**config.mk**
```make
export PLATFORM = sky130hd
export DESIGN_NAME = ex_mem_skid
export DESIGN_NICKNAME = d
export VERILOG_FILES = /design/src/rtl/cpu_pkg.sv /design/src/rtl/pipe_slot.sv /design/src/rtl/ex_mem_skid.sv
export SDC_FILE = /design/constraint.sdc
export NUM_CORES = 1
export LEC_CHECK = 0
export BUFFER_PORTS_ARGS = -buffer_cell sky130_fd_sc_hd__buf_2
export CAP_MARGIN = 20
export CORE_MARGIN = 2
export CORE_UTILIZATION = 35
export DETAILED_ROUTE_END_ITERATION = 10
export SLEW_MARGIN = 5
export SYNTH_ARGS = -nofsm -noshare
export SYNTH_HDL_FRONTEND = slang
export SYNTH_SLANG_ARGS = --single-unit
```
**constraint.sdc**
```tcl
create_clock -name clk -period 1.8 [get_ports clk]
set_clock_uncertainty 0.1 [all_clocks]
set_input_delay 0.09 -clock clk [delete_from_list [all_inputs] [get_ports clk]]
set_output_delay 0.09 -clock clk [all_outputs]
set_load 0.005 [all_outputs]
```
**src/rtl/cpu_pkg.sv**
```systemverilog
// Shared CPU pipeline definitions: EX/MEM register defaults, control-bit
// layout and the capture-time control sanitiser.
package cpu_pkg;

    localparam int unsigned EXMEM_DATA_W = 32;
    localparam int unsigned EXMEM_REG_W  = 5;

    // Bit positions inside the 4-bit EX/MEM control word
    localparam int unsigned CTRL_REGW = 3;
    localparam int unsigned CTRL_MEMR = 2;
    localparam int unsigned CTRL_MEMW = 1;
    localparam int unsigned CTRL_M2R  = 0;

    typedef struct packed {
        logic reg_write;
        logic mem_read;
        logic mem_write;
        logic mem_to_reg;
    } exmem_ctrl_t;

    // A write to r0 is architecturally a no-op, so reg_write is dropped at capture.
    function automatic exmem_ctrl_t capture_ctrl(input logic [3:0] ctrl, input logic rd_zero);
        exmem_ctrl_t c;
        c = exmem_ctrl_t'(ctrl);
        if (rd_zero) begin
            c.reg_write = 1'b0;
        end
        return c;
    endfunction

endpackage

```
**src/rtl/pipe_slot.sv**
```systemverilog
// One pipeline slot: valid bit plus payload register with load and clear.
// Clear wins over load for the valid bit; payload changes only on load.
module pipe_slot #(
    parameter int unsigned W = 8
) (
    input  logic         clk,
    input  logic         rst_n,
    input  logic         clr,
    input  logic         load,
    input  logic [W-1:0] d,
    output logic         valid,
    output logic [W-1:0] q
);

    always_ff @(posedge clk or negedge rst_n) begin
        if (!rst_n) begin
            valid <= 1'b0;
            q     <= '0;
        end else begin
            if (clr) begin
                valid <= 1'b0;
            end else if (load) begin
                valid <= 1'b1;
            end
            if (load) begin
                q <= d;
            end
        end
    end

endmodule

```
**src/rtl/ex_mem_skid.sv**
```systemverilog
// EX/MEM pipeline register with a one-entry skid buffer so ex_ready is a pure flop.
// Optional forwarding outputs are built when EXMEM_FWD_EN is defined.
module ex_mem_skid
    import cpu_pkg::*;
#(
    parameter int unsigned DATA_W = EXMEM_DATA_W,
    parameter int unsigned REG_W  = EXMEM_REG_W
) (
    input  logic              clk,
    input  logic              rst_n,
    input  logic              flush,
    input  logic              ex_valid,
    output logic              ex_ready,
    input  logic [DATA_W-1:0] ex_alu_res,
    input  logic [DATA_W-1:0] ex_st_data,
    input  logic [REG_W-1:0]  ex_rd,
    input  logic [3:0]        ex_ctrl,
    output logic              mem_valid,
    input  logic              mem_ready,
    output logic [DATA_W-1:0] mem_alu_res,
    output logic [DATA_W-1:0] mem_st_data,
    output logic [REG_W-1:0]  mem_rd,
    output logic [3:0]        mem_ctrl
`ifdef EXMEM_FWD_EN
    ,
    output logic              fwd_valid,
    output logic [REG_W-1:0]  fwd_rd,
    output logic [DATA_W-1:0] fwd_data
`endif
);

    localparam int unsigned PW = 2 * DATA_W + REG_W + 4;

    exmem_ctrl_t   cap_ctrl;
    logic [PW-1:0] ex_pl;
    logic [PW-1:0] main_d;
    logic [PW-1:0] main_q;
    logic [PW-1:0] skid_q;
    logic          main_valid;
    logic          skid_valid;
    logic          acc;
    logic          ret;
    logic          main_load;
    logic          main_clr;
    logic          skid_load;
    logic          skid_clr;

    assign cap_ctrl = capture_ctrl(ex_ctrl, ex_rd == '0);
    assign ex_pl    = {ex_alu_res, ex_st_data, ex_rd, cap_ctrl};

    assign ex_ready = ~skid_valid;
    assign acc      = ex_valid & ex_ready;
    assign ret      = main_valid & mem_ready;

    // Skid refills main on retire; an accept can only coincide when skid is empty.
    always_comb begin
        main_load = 1'b0;
        main_clr  = 1'b0;
        skid_load = 1'b0;
        skid_clr  = 1'b0;
        main_d    = ex_pl;
        if (flush) begin
            main_clr = 1'b1;
            skid_clr = 1'b1;
        end else begin
            if (skid_valid) begin
                main_d = skid_q;
                if (ret) begin
                    main_load = 1'b1;
                    skid_clr  = 1'b1;
                end
            end else if (acc) begin
                if (!main_valid || ret) begin
                    main_load = 1'b1;
                end else begin
                    skid_load = 1'b1;
                end
            end
            if (ret && !main_load) begin
                main_clr = 1'b1;
            end
        end
    end

    pipe_slot #(
        .W (PW)
    ) u_main (
        .clk   (clk),
        .rst_n (rst_n),
        .clr   (main_clr),
        .load  (main_load),
        .d     (main_d),
        .valid (main_valid),
        .q     (main_q)
    );

    pipe_slot #(
        .W (PW)
    ) u_skid (
        .clk   (clk),
        .rst_n (rst_n),
        .clr   (skid_clr),
        .load  (skid_load),
        .d     (ex_pl),
        .valid (skid_valid),
        .q     (skid_q)
    );

    assign mem_valid = main_valid;
    assign {mem_alu_res, mem_st_data, mem_rd, mem_ctrl} = main_q;

`ifdef EXMEM_FWD_EN
    assign fwd_valid = mem_valid & mem_ctrl[CTRL_REGW] & ~mem_ctrl[CTRL_MEMR];
    assign fwd_rd    = mem_rd;
    assign fwd_data  = mem_alu_res;
`endif

endmodule
```
# Yosys cells after proc, flatten, opt, wreduce, memory -nomap -nowiden
# Cells that the tools add are included.
word_totals:
  elab_cells: 35
  regBits: 148
  inputBits: 78
  out_inout_bits: 75
classes:
  n_reduce_logical: 7
  n_mux: 21
  n_bitwise: 3
ops:
  columns: ["operator", "count"]
  rows:
  - ["$mux W73", 2]
  - ["$mux W1", 19]
  - ["$logic_not A5 Y1", 1]
  - ["$reduce_bool A2 Y1", 2]
  - ["$and A1 B1 Y1", 2]
  - ["$logic_not A1 Y1", 2]
  - ["$logic_and A1 B1 Y1", 1]
  - ["$logic_or A1 B1 Y1", 1]
  - ["$not A1 Y1", 1]

# Depth between registers and ports, before layout
# Gate-level depths: netlist of the first run.
logic_depth:
  word_depth: 11
  depth_mapped: 5
  ltp_nobuf: 3

# By module
# From an unflattened synthesis of the first run, not the netlist that was laid out.
unflattened:
  cells_unflattened: 404
  hier_area_um2: 6914.1
modules_own_cells:
  columns: ["module", "cells_each", "area_per_inst_um2", "seq_area_each_um2", "instances"]
  rows:
  - ["pipe_slot", 156, 2989.1, 1851.8, 2]
  - ["ex_mem_skid", 92, 935.9, 0.0, 1]

# Worst setup path before layout of the first run
# No wires, ideal clock.
synth_path:
  kind: "register to register"
  from: "register u_skid.valid"
  to: "register u_main.q[10]"
  path_buffers: 2
  period_less_slack_ns: 1.852
  setup_time_ns: 0.125
  setup_slack_ns: -0.052
  required_time_ns: 1.575
  arrival_time_ns: 1.627
  stages_incl_launch_ff: 6
  path_cell_list: "dfrtp_1 > nor2b_1 > buf_2 > clkbuf_1 > mux2_2 > mux2_2"
synth_between:
  elab_chain_len: 6
  word_cells_on_any_way: 8
  cone_classes: "6 x mux; 2 x bitwise"
synth_lines:
  columns: ["item", "line", "source"]
  rows:
  - ["start: declaration", "pipe_slot.sv:11", "output logic valid,"]
  - ["start signal: assignment", "pipe_slot.sv:17", "valid <= 1'b0;"]
  - ["start signal: assignment", "pipe_slot.sv:21", "valid <= 1'b0;"]
  - ["start signal: assignment", "pipe_slot.sv:23", "valid <= 1'b1;"]
  - ["$not A1 Y1", "ex_mem_skid.sv:51", "assign ex_ready = ~skid_valid;"]
  - ["$and A1 B1 Y1", "ex_mem_skid.sv:52", "assign acc = ex_valid & ex_ready;"]
  - ["$mux W1", "ex_mem_skid.sv:72", "end else if (acc) begin"]
  - ["$mux W1", "ex_mem_skid.sv:66", "if (skid_valid) begin"]
  - ["$mux W1 (2 in a row)", "ex_mem_skid.sv:62", "if (flush) begin"]
  - ["end signal: assignment", "pipe_slot.sv:18", "q <= '0;"]
  - ["end signal: assignment", "pipe_slot.sv:26", "q <= d;"]
  - ["end: declaration", "pipe_slot.sv:12", "output logic [W-1:0] q"]
# Parallel ways exist; a longest one is shown, timed or not. The select of a mux whose other input is x is not followed.
# A chain may end at the register's enable or synchronous reset.

# Worst setup path in the final report of the first run
layout_path:
  from: "register u_main.valid"
  to: "register u_main.q[32]"
layout_between:
  elab_chain_len: 7
  word_cells_on_any_way: 9
  cone_classes: "6 x mux; 1 x bitwise; 2 x reduce/logical"
layout_lines:
  columns: ["item", "line", "source"]
  rows:
  - ["start: declaration", "pipe_slot.sv:11", null]
  - ["start signal: assignment", "pipe_slot.sv:17", null]
  - ["start signal: assignment", "pipe_slot.sv:21", null]
  - ["start signal: assignment", "pipe_slot.sv:23", null]
  - ["$and A1 B1 Y1 or $logic_not A1 Y1 (tied branches)", "ex_mem_skid.sv:53, ex_mem_skid.sv:73", null]
  - ["$logic_or A1 B1 Y1", "ex_mem_skid.sv:73", "if (!main_valid || ret) begin"]
  - ["$mux W1", "ex_mem_skid.sv:73", null]
  - ["$mux W1", "ex_mem_skid.sv:72", null]
  - ["$mux W1 *", "ex_mem_skid.sv:66", null]
  - ["$mux W1 * (2 in a row)", "ex_mem_skid.sv:62", null]
# Every way passes the cells marked *; elsewhere a longest branch is shown, timed or not. The select of a mux whose other input is x is not followed.

==> results of run 1 <==
==> sequential cells by signal (all words and copies together), names as in the netlist <==
| signal | cells |
|---|---|
| u_skid.valid | 1 |
| u_main.valid | 1 |
| u_main.q | 73 |
| u_skid.q | 73 |
==> per-stage QoR <==
step	TNS [ns]	hold WS [ns]	cells
2_1_floorplan	-1.56	-0.306	405
3_3_place_gp	0	-0.0368	778
3_5_place_dp	-0.0255	-0.0212	778
4_1_cts	-0.0218	0.0225	886
5_1_grt	-1.03	0.128	899
6_report	0	0.0951	899
==> final cells by class <==
cell class	count	area, µm²	share of cell area (%)
Clock buffer	21	460	4.98
Sequential cell	148	3700	40.1
Clock inverter	10	131	1.42
Tap cell	229	287	3.10
Multi-Input combinational cell	232	2670	28.8
Inverter	2	7.51	0.0812
Timing Repair Buffer	257	1990	21.5
==> timing repair <==
action                                 4_1_cts  5_1_grt
hold buffers                                77        1
setup endpoints to repair                    5      109
endpoints found under the hold margin      269        1
pin swaps                                    0        1
gates cloned                                 0        6
setup buffers                                0        6
gates resized for setup                      3       32
==> critical path, delay by kind of cell (launching register included) <==
family | cells | cell delay [ns]
and+or+nand+nor | 2 | 0.50
muxes | 1 | 0.34
buffers and inverters | 2 | 0.34
DFF | 1 | 0.40
==> power by group through the flow <==
stage | clock network [µW] | registers [µW] | logic [µW]
floorplan | 0 | 4550 | 968
global placement | 0 | 4540 | 1690
detailed placement | 0 | 4600 | 1760
CTS | 3670 | 4550 | 1900
global route | 3820 | 4660 | 2200
finish | 3550 | 4560 | 2020
==> routing by layer <==
layer	up-vias	share of wire (%)	GRT usage [%]
met2	103	48	24.9
met5	-	0	0
met3	11	5.1	4.68
met4	0	0.97	4.15
li1	1966	-	-
met1	2134	45	19.5
==> logic make-up (layout without fill, tap and decap cells) <==
| group | Yosys count | after routing | share of synthesized area [%] |
|---|---|---|---|
| AND/OR/NAND/NOR | 7 | 7 | 0.915 |
| flip-flops | 148 | 148 | 57.6 |
| AO/OA/AOI/OAI | 7 | 7 | 0.740 |
| buffers and inverters | 25 | 290 | 2.53 |
| multiplexers | 218 | 218 | 38.2 |
==> final timing paths <==
check                                           endpoint  depth (start not counted)  slack [ns]
worst max-delay path            u_main.q[32]$_DFFE_PN0P_                          5       0.006
worst min-delay path            u_skid.q[56]$_DFFE_PN0P_                          2         0.1
worst max register to register  u_main.q[32]$_DFFE_PN0P_                          5       0.006
worst min register to register  u_main.q[18]$_DFFE_PN0P_                          1        0.38
max in group asynchronous       u_main.q[64]$_DFFE_PN0P_                          3        0.78
min in group clk                u_skid.q[18]$_DFFE_PN0P_                          3        0.36
==> cells in the mapped netlist (all sizes together), types with 2 or more instances <==
library cell | n | area (µm²)
mux2 | 216 | 2430
dfrtp | 148 | 3700
buf | 20 | 144
clkbuf | 3 | 11.3
a21oi | 2 | 10.0
inv | 2 | 7.51
mux2i | 2 | 20.0
nand2b | 2 | 12.5
==> impl_metrics.prom, run 1 <==
# TYPE chip_impl_metric gauge
chip_impl_info{name="timing.critical_path.from_type",value="flip-flop"} 1
chip_impl_metric{name="cts_max_level",unit=""} 4
chip_impl_info{name="cts.root.buffer_cell",value="sky130_fd_sc_hd__clkbuf_16"} 1
chip_impl_metric{name="setup-violations-final",unit=""} 0
chip_impl_metric{name="data_required_time_of_the_critical_path",unit="ns"} 1.99
chip_impl_metric{name="wl_per_cell",unit="µm"} 17.1
chip_impl_metric{name="inserted_clock_buffers",unit=""} 17
chip_impl_metric{name="syn-mean-instance-area",unit="µm²"} 15.9
chip_impl_info{name="critical_path.reg2reg.startpoint",value="u_main.valid$_DFFE_PN0P_"} 1
chip_impl_metric{name="max_cap_viol_count",unit=""} 0
chip_impl_metric{name="max_slew.worst_pin.slew",unit="ns"} 0.482
chip_impl_metric{name="die_outline_width",unit="µm"} 139
chip_impl_metric{name="hpwlAfterDp",unit="µm"} 9310
chip_impl_metric{name="total_global_routing_overflow",unit=""} 0
chip_impl_metric{name="dr.pass1.iters",unit=""} 4
chip_impl_metric{name="drtIter0Drc",unit=""} 95
chip_impl_metric{name="clk_latency",unit="ns"} 0.41
chip_impl_metric{name="syn_nets",unit=""} 483
chip_impl_metric{name="clk_transition_reported_paths",unit="ns"} 0.06
chip_impl_metric{name="placement.io_buffers",unit=""} 152
chip_impl_info{name="crit_path_top_delay_cell",value="sky130_fd_sc_hd__dfrtp_1"} 1
chip_impl_metric{name="place_area",unit="mm²"} 0.00756
chip_impl_metric{name="ys_ff_latch",unit=""} 148
chip_impl_metric{name="area_of_the_placeable_core",unit="mm²"} 0.0180
chip_impl_metric{name="fmaxAchievable",unit="GHz"} 0.558
chip_impl_metric{name="cts-root-to-sink-buffers",unit=""} 2
chip_impl_metric{name="tritoncts_num_sinks",unit=""} 148
chip_impl_metric{name="routabilityCongestion",unit=""} 0.684
chip_impl_metric{name="post-route-cell-area",unit="mm²"} 0.00924
chip_impl_metric{name="clkPwrFrac",unit="%"} 35.1
chip_impl_metric{name="grt_antenna_before_repair",unit=""} 0
chip_impl_metric{name="drc",unit=""} 0
chip_impl_metric{name="leakage",unit="µW"} 0.00423
chip_impl_metric{name="synthesis.instances",unit=""} 405
chip_impl_metric{name="timing.final.crit_share",unit="%"} 99.6
chip_impl_metric{name="finalWorstSetupSlack",unit="ns"} 0.00633
chip_impl_metric{name="place_worst_setup_slack",unit="ns"} -0.0127
chip_impl_metric{name="power.net_switching",unit="µW"} 2430
chip_impl_metric{name="grt_pass1_wl",unit="µm"} 23500
chip_impl_info{name="ys_dominant_reg_cell",value="sky130_fd_sc_hd__dfrtp_1"} 1
chip_impl_metric{name="ys_seq_area_share",unit="%"} 57.6
chip_impl_metric{name="combined_area_of_all_synthesized_cells",unit="mm²"} 0.00642
chip_impl_info{name="cp_cell_sequence",value="and2b_2, nor3_4, buf_6, buf_12, mux2_2"} 1
chip_impl_metric{name="die_height",unit="µm"} 139
chip_impl_metric{name="p_int",unit="µW"} 7690
chip_impl_metric{name="route.antenna.remaining_nets",unit=""} 0
chip_impl_info{name="outcome",value="complete, no violations"} 1
chip_impl_metric{name="synthArstFlopShare",unit="%"} 100
chip_impl_metric{name="swShare",unit="%"} 24.0
chip_impl_info{name="cp-startpoint",value="u_main.valid$_DFFE_PN0P_"} 1
chip_impl_metric{name="start_util",unit="%"} 35.8
chip_impl_metric{name="synth_enable_flop_cells",unit=""} 0
chip_impl_metric{name="power.share.combinational",unit="%"} 19.9
chip_impl_metric{name="global_route_usage_over_all_layers",unit="%"} 15.2
chip_impl_metric{name="timing_hold_violations_final",unit=""} 0
chip_impl_metric{name="synthesis.yosys.warnings",unit=""} 0
chip_impl_metric{name="floorplan.rows",unit=""} 49
chip_impl_info{name="crit_end_element",value="flip-flop"} 1
chip_impl_metric{name="fin_util",unit="%"} 51.5
chip_impl_metric{name="filler_cell_count",unit=""} 1547
chip_impl_info{name="mostFrequentLayoutCells",value="sky130_fd_sc_hd__mux2_2 (185), sky130_fd_sc_hd__buf_2 (151), sky130_fd_sc_hd__dfrtp_1 (148)"} 1
chip_impl_metric{name="worst_slew_margin_rel",unit="%"} 67.9
chip_impl_metric{name="antenna_fix_cells",unit=""} 0
chip_impl_metric{name="post_layout_power",unit="µW"} 10100
chip_impl_metric{name="first_global_vias",unit=""} 4603
chip_impl_metric{name="critical-path-max-stage-delay",unit="ns"} 0.40
chip_impl_info{name="cts_tree",value="yes"} 1
chip_impl_info{name="rsz0062_at_grt",value="true"} 1
chip_impl_metric{name="floorplan.io_pins",unit=""} 153
chip_impl_metric{name="largest_net_degree_at_the_start_of_global_routing",unit=""} 50
chip_impl_metric{name="power_per_cell_area",unit="mW/mm²"} 1100
chip_impl_metric{name="critical_path_arrival",unit="ns"} 1.99
chip_impl_info{name="final_common_cell",value="sky130_fd_sc_hd__mux2_2"} 1
chip_impl_metric{name="ir_drop",unit="mV"} 0.647
chip_impl_metric{name="timing.final.crit_period",unit="ns"} 1.79
chip_impl_info{name="hold_path.class",value="in2async"} 1
chip_impl_metric{name="num-nets-final",unit=""} 736
chip_impl_metric{name="synthToLayoutAreaGrowth",unit="%"} 43.9
chip_impl_metric{name="vias",unit=""} 4214
chip_impl_metric{name="p_seq_share",unit="%"} 45.0
chip_impl_metric{name="die_area",unit="mm²"} 0.0195
chip_impl_metric{name="post_synth_num_cell_types",unit=""} 20
chip_impl_metric{name="timing.final.max_slew_violations",unit=""} 0
chip_impl_info{name="worst-setup-path-type",value="reg2reg"} 1
chip_impl_metric{name="timing.critical_path.fanout_max",unit=""} 11
chip_impl_metric{name="drt-vias-per-instance",unit=""} 4.69
chip_impl_metric{name="drive_above_1_share",unit="%"} 63.0
chip_impl_metric{name="wirelength",unit="µm"} 15400
(Power assumes the default switching activity.)
==> run 2: changes to the inputs <==
Settings changed: CTS_BUF_LIST from default to sky130_fd_sc_hd__clkbuf_4 sky130_fd_sc_hd__clkbuf_8 sky130_fd_sc_hd__clkbuf_16.
==> impl_metrics.prom, run 2 (synthesis gave the netlist of run 1 again) <==
# TYPE chip_impl_metric gauge
chip_impl_info{name="outcome",value="complete, no violations"} 1
chip_impl_metric{name="place_worst_setup_slack",unit="ns"} -0.0127
chip_impl_metric{name="first_global_vias",unit=""} 4603
chip_impl_metric{name="routabilityCongestion",unit=""} 0.684
chip_impl_info{name="crit_end_element",value="flip-flop"} 1
chip_impl_metric{name="global_route_usage_over_all_layers",unit="%"} 15.2
chip_impl_info{name="mostFrequentLayoutCells",value="sky130_fd_sc_hd__mux2_2 (185), sky130_fd_sc_hd__buf_2 (151), sky130_fd_sc_hd__dfrtp_1 (148)"} 1
chip_impl_metric{name="drc",unit=""} 0
chip_impl_metric{name="drive_above_1_share",unit="%"} 63.3
chip_impl_metric{name="timing.critical_path.fanout_max",unit=""} 11
chip_impl_metric{name="clk_latency",unit="ns"} 0.41
chip_impl_info{name="crit_path_top_delay_cell",value="sky130_fd_sc_hd__dfrtp_1"} 1
chip_impl_info{name="cp_cell_sequence",value="and2b_2, nor3_4, buf_6, buf_12, mux2_2"} 1
chip_impl_metric{name="start_util",unit="%"} 35.8
chip_impl_metric{name="timing.final.max_slew_violations",unit=""} 0
chip_impl_metric{name="fmaxAchievable",unit="GHz"} 0.556
chip_impl_metric{name="largest_net_degree_at_the_start_of_global_routing",unit=""} 50
chip_impl_metric{name="floorplan.rows",unit=""} 49
chip_impl_metric{name="tritoncts_num_sinks",unit=""} 148
chip_impl_metric{name="data_required_time_of_the_critical_path",unit="ns"} 1.99
chip_impl_metric{name="fin_util",unit="%"} 51.5
chip_impl_metric{name="cts_max_level",unit=""} 4
chip_impl_metric{name="synthToLayoutAreaGrowth",unit="%"} 44.0
chip_impl_metric{name="num-nets-final",unit=""} 736
chip_impl_info{name="cts_tree",value="yes"} 1
chip_impl_metric{name="worst_slew_margin_rel",unit="%"} 67.8
chip_impl_metric{name="drtIter0Drc",unit=""} 95
chip_impl_metric{name="die_area",unit="mm²"} 0.0195
chip_impl_metric{name="max_cap_viol_count",unit=""} 0
chip_impl_metric{name="clk_transition_reported_paths",unit="ns"} 0.06
chip_impl_info{name="path_delay_family",value="simple AND/OR/NAND/NOR gates"} 1
chip_impl_metric{name="die_height",unit="µm"} 139
chip_impl_metric{name="total_global_routing_overflow",unit=""} 0
chip_impl_metric{name="floorplan.io_pins",unit=""} 153
chip_impl_metric{name="grt_pass1_wl",unit="µm"} 23500
chip_impl_info{name="worst-setup-path-type",value="reg2reg"} 1
chip_impl_info{name="final_common_cell",value="sky130_fd_sc_hd__mux2_2"} 1
chip_impl_metric{name="wirelength",unit="µm"} 15400
chip_impl_info{name="timing.critical_path.from_type",value="flip-flop"} 1
chip_impl_metric{name="dr.pass1.iters",unit=""} 4
chip_impl_metric{name="drt-vias-per-instance",unit=""} 4.69
chip_impl_metric{name="area_of_the_placeable_core",unit="mm²"} 0.0180
chip_impl_metric{name="hpwlAfterDp",unit="µm"} 9310
chip_impl_metric{name="grt_antenna_before_repair",unit=""} 0
chip_impl_metric{name="cts-root-to-sink-buffers",unit=""} 2
chip_impl_metric{name="timing.critical_path.buf_inv",unit=""} 2
chip_impl_metric{name="placement.io_buffers",unit=""} 152
chip_impl_metric{name="vias",unit=""} 4214
chip_impl_info{name="largestRegisters",value="u_main.q x73, u_skid.q x73"} 1
chip_impl_metric{name="leakage",unit="µW"} 0.00424
chip_impl_metric{name="critical-path-max-stage-delay",unit="ns"} 0.40
chip_impl_metric{name="antenna_fix_cells",unit=""} 0
chip_impl_metric{name="fin_hold_ws",unit="ns"} 0.0842
chip_impl_metric{name="critical_path_arrival",unit="ns"} 1.99
chip_impl_metric{name="ir_drop",unit="mV"} 0.647
chip_impl_info{name="rsz0062_at_grt",value="true"} 1
chip_impl_info{name="hold_path.class",value="in2async"} 1
chip_impl_metric{name="finalWorstSetupSlack",unit="ns"} 0.00275
chip_impl_metric{name="setup-violations-final",unit=""} 0
chip_impl_metric{name="timing.final.crit_period",unit="ns"} 1.80
chip_impl_metric{name="wl_per_cell",unit="µm"} 17.1
chip_impl_metric{name="timing.final.crit_share",unit="%"} 99.8
chip_impl_info{name="cts.root.buffer_cell",value="sky130_fd_sc_hd__clkbuf_16"} 1
chip_impl_metric{name="max_slew.worst_pin.slew",unit="ns"} 0.483
chip_impl_metric{name="timing_hold_violations_final",unit=""} 0
chip_impl_metric{name="die_outline_width",unit="µm"} 139
chip_impl_metric{name="route.antenna.remaining_nets",unit=""} 0
chip_impl_metric{name="inserted_clock_buffers",unit=""} 17
chip_impl_metric{name="power_per_cell_area",unit="mW/mm²"} 1100
## run 2: cell types whose count changed in the layout (fill, tap and decap cells not counted)
| cell | change |
|---|---|
| sky130_fd_sc_hd__clkbuf_1 | -2 |
| sky130_fd_sc_hd__clkbuf_4 | +2 |
## run 2: report_power, final
group / switching [µW] / internal [µW] / total (µW)
Sequential: 403 / 4160 / 4560
Clock: 1320 / 2270 / 3590
Combinational: 712 / 1300 / 2020
Total: 2440 / 7720 / 10200
## run 2: timing repair
action,CTS,global route
pin swaps,0,1
hold buffers,77,1
setup buffers,0,6
cloned,0,6
setup endpoints to repair,5,109
gates resized for setup,3,32
hold endpoints to repair,269,1
## run 2: worst paths after layout
kind	end	cells past startpoint	slack, ns	startpoint
max	u_main.q[32]$_DFFE_PN0P_	5	0.003	u_main.valid$_DFFE_PN0P_
min	u_skid.q[56]$_DFFE_PN0P_	2	0.08	rst_n
max reg2reg	u_main.q[32]$_DFFE_PN0P_	5	0.003	u_main.valid$_DFFE_PN0P_
min reg2reg	u_main.q[18]$_DFFE_PN0P_	1	0.38	u_main.q[18]$_DFFE_PN0P_
max in group asynchronous	u_main.q[64]$_DFFE_PN0P_	3	0.78	rst_n
min in group clk	u_skid.q[18]$_DFFE_PN0P_	3	0.36	ex_st_data[9]
## run 2: per-stage QoR
step                      std cells  power, µW  setup TNS (ns)  instance area [µm²]
after floorplan                 405       5520           -1.56                 6420
after global placement          778       6230               0                 7560
after detailed placement        778       6360         -0.0255                 7560
after CTS                       886      10200         -0.0217                 8940
after global routing            899      10700           -1.03                 9250
final                           899      10200               0                 9250
## run 2: per-layer routing
| metal | vias to the layer above | wire length [µm] | share of wire (%) | GRT usage [%] |
|---|---|---|---|---|
| met4 | 0 | 150 | 0.97 | 4.15 |
| met3 | 11 | 760 | 4.9 | 4.68 |
| met5 | - | 0 | 0 | 0 |
| met2 | 99 | 7460 | 48 | 24.9 |
| met1 | 2139 | 7030 | 46 | 19.5 |
| li1 | 1965 | - | - | - |
## run 2: cell type report
type,count,area [µm²]
fill,1547,8710
sequential,148,3700
multi-input combinational,232,2670
timing repair buffer,257,1990
clock buffer,21,468
tap,229,287
clock inverter,10,131
inverter,2,7.51
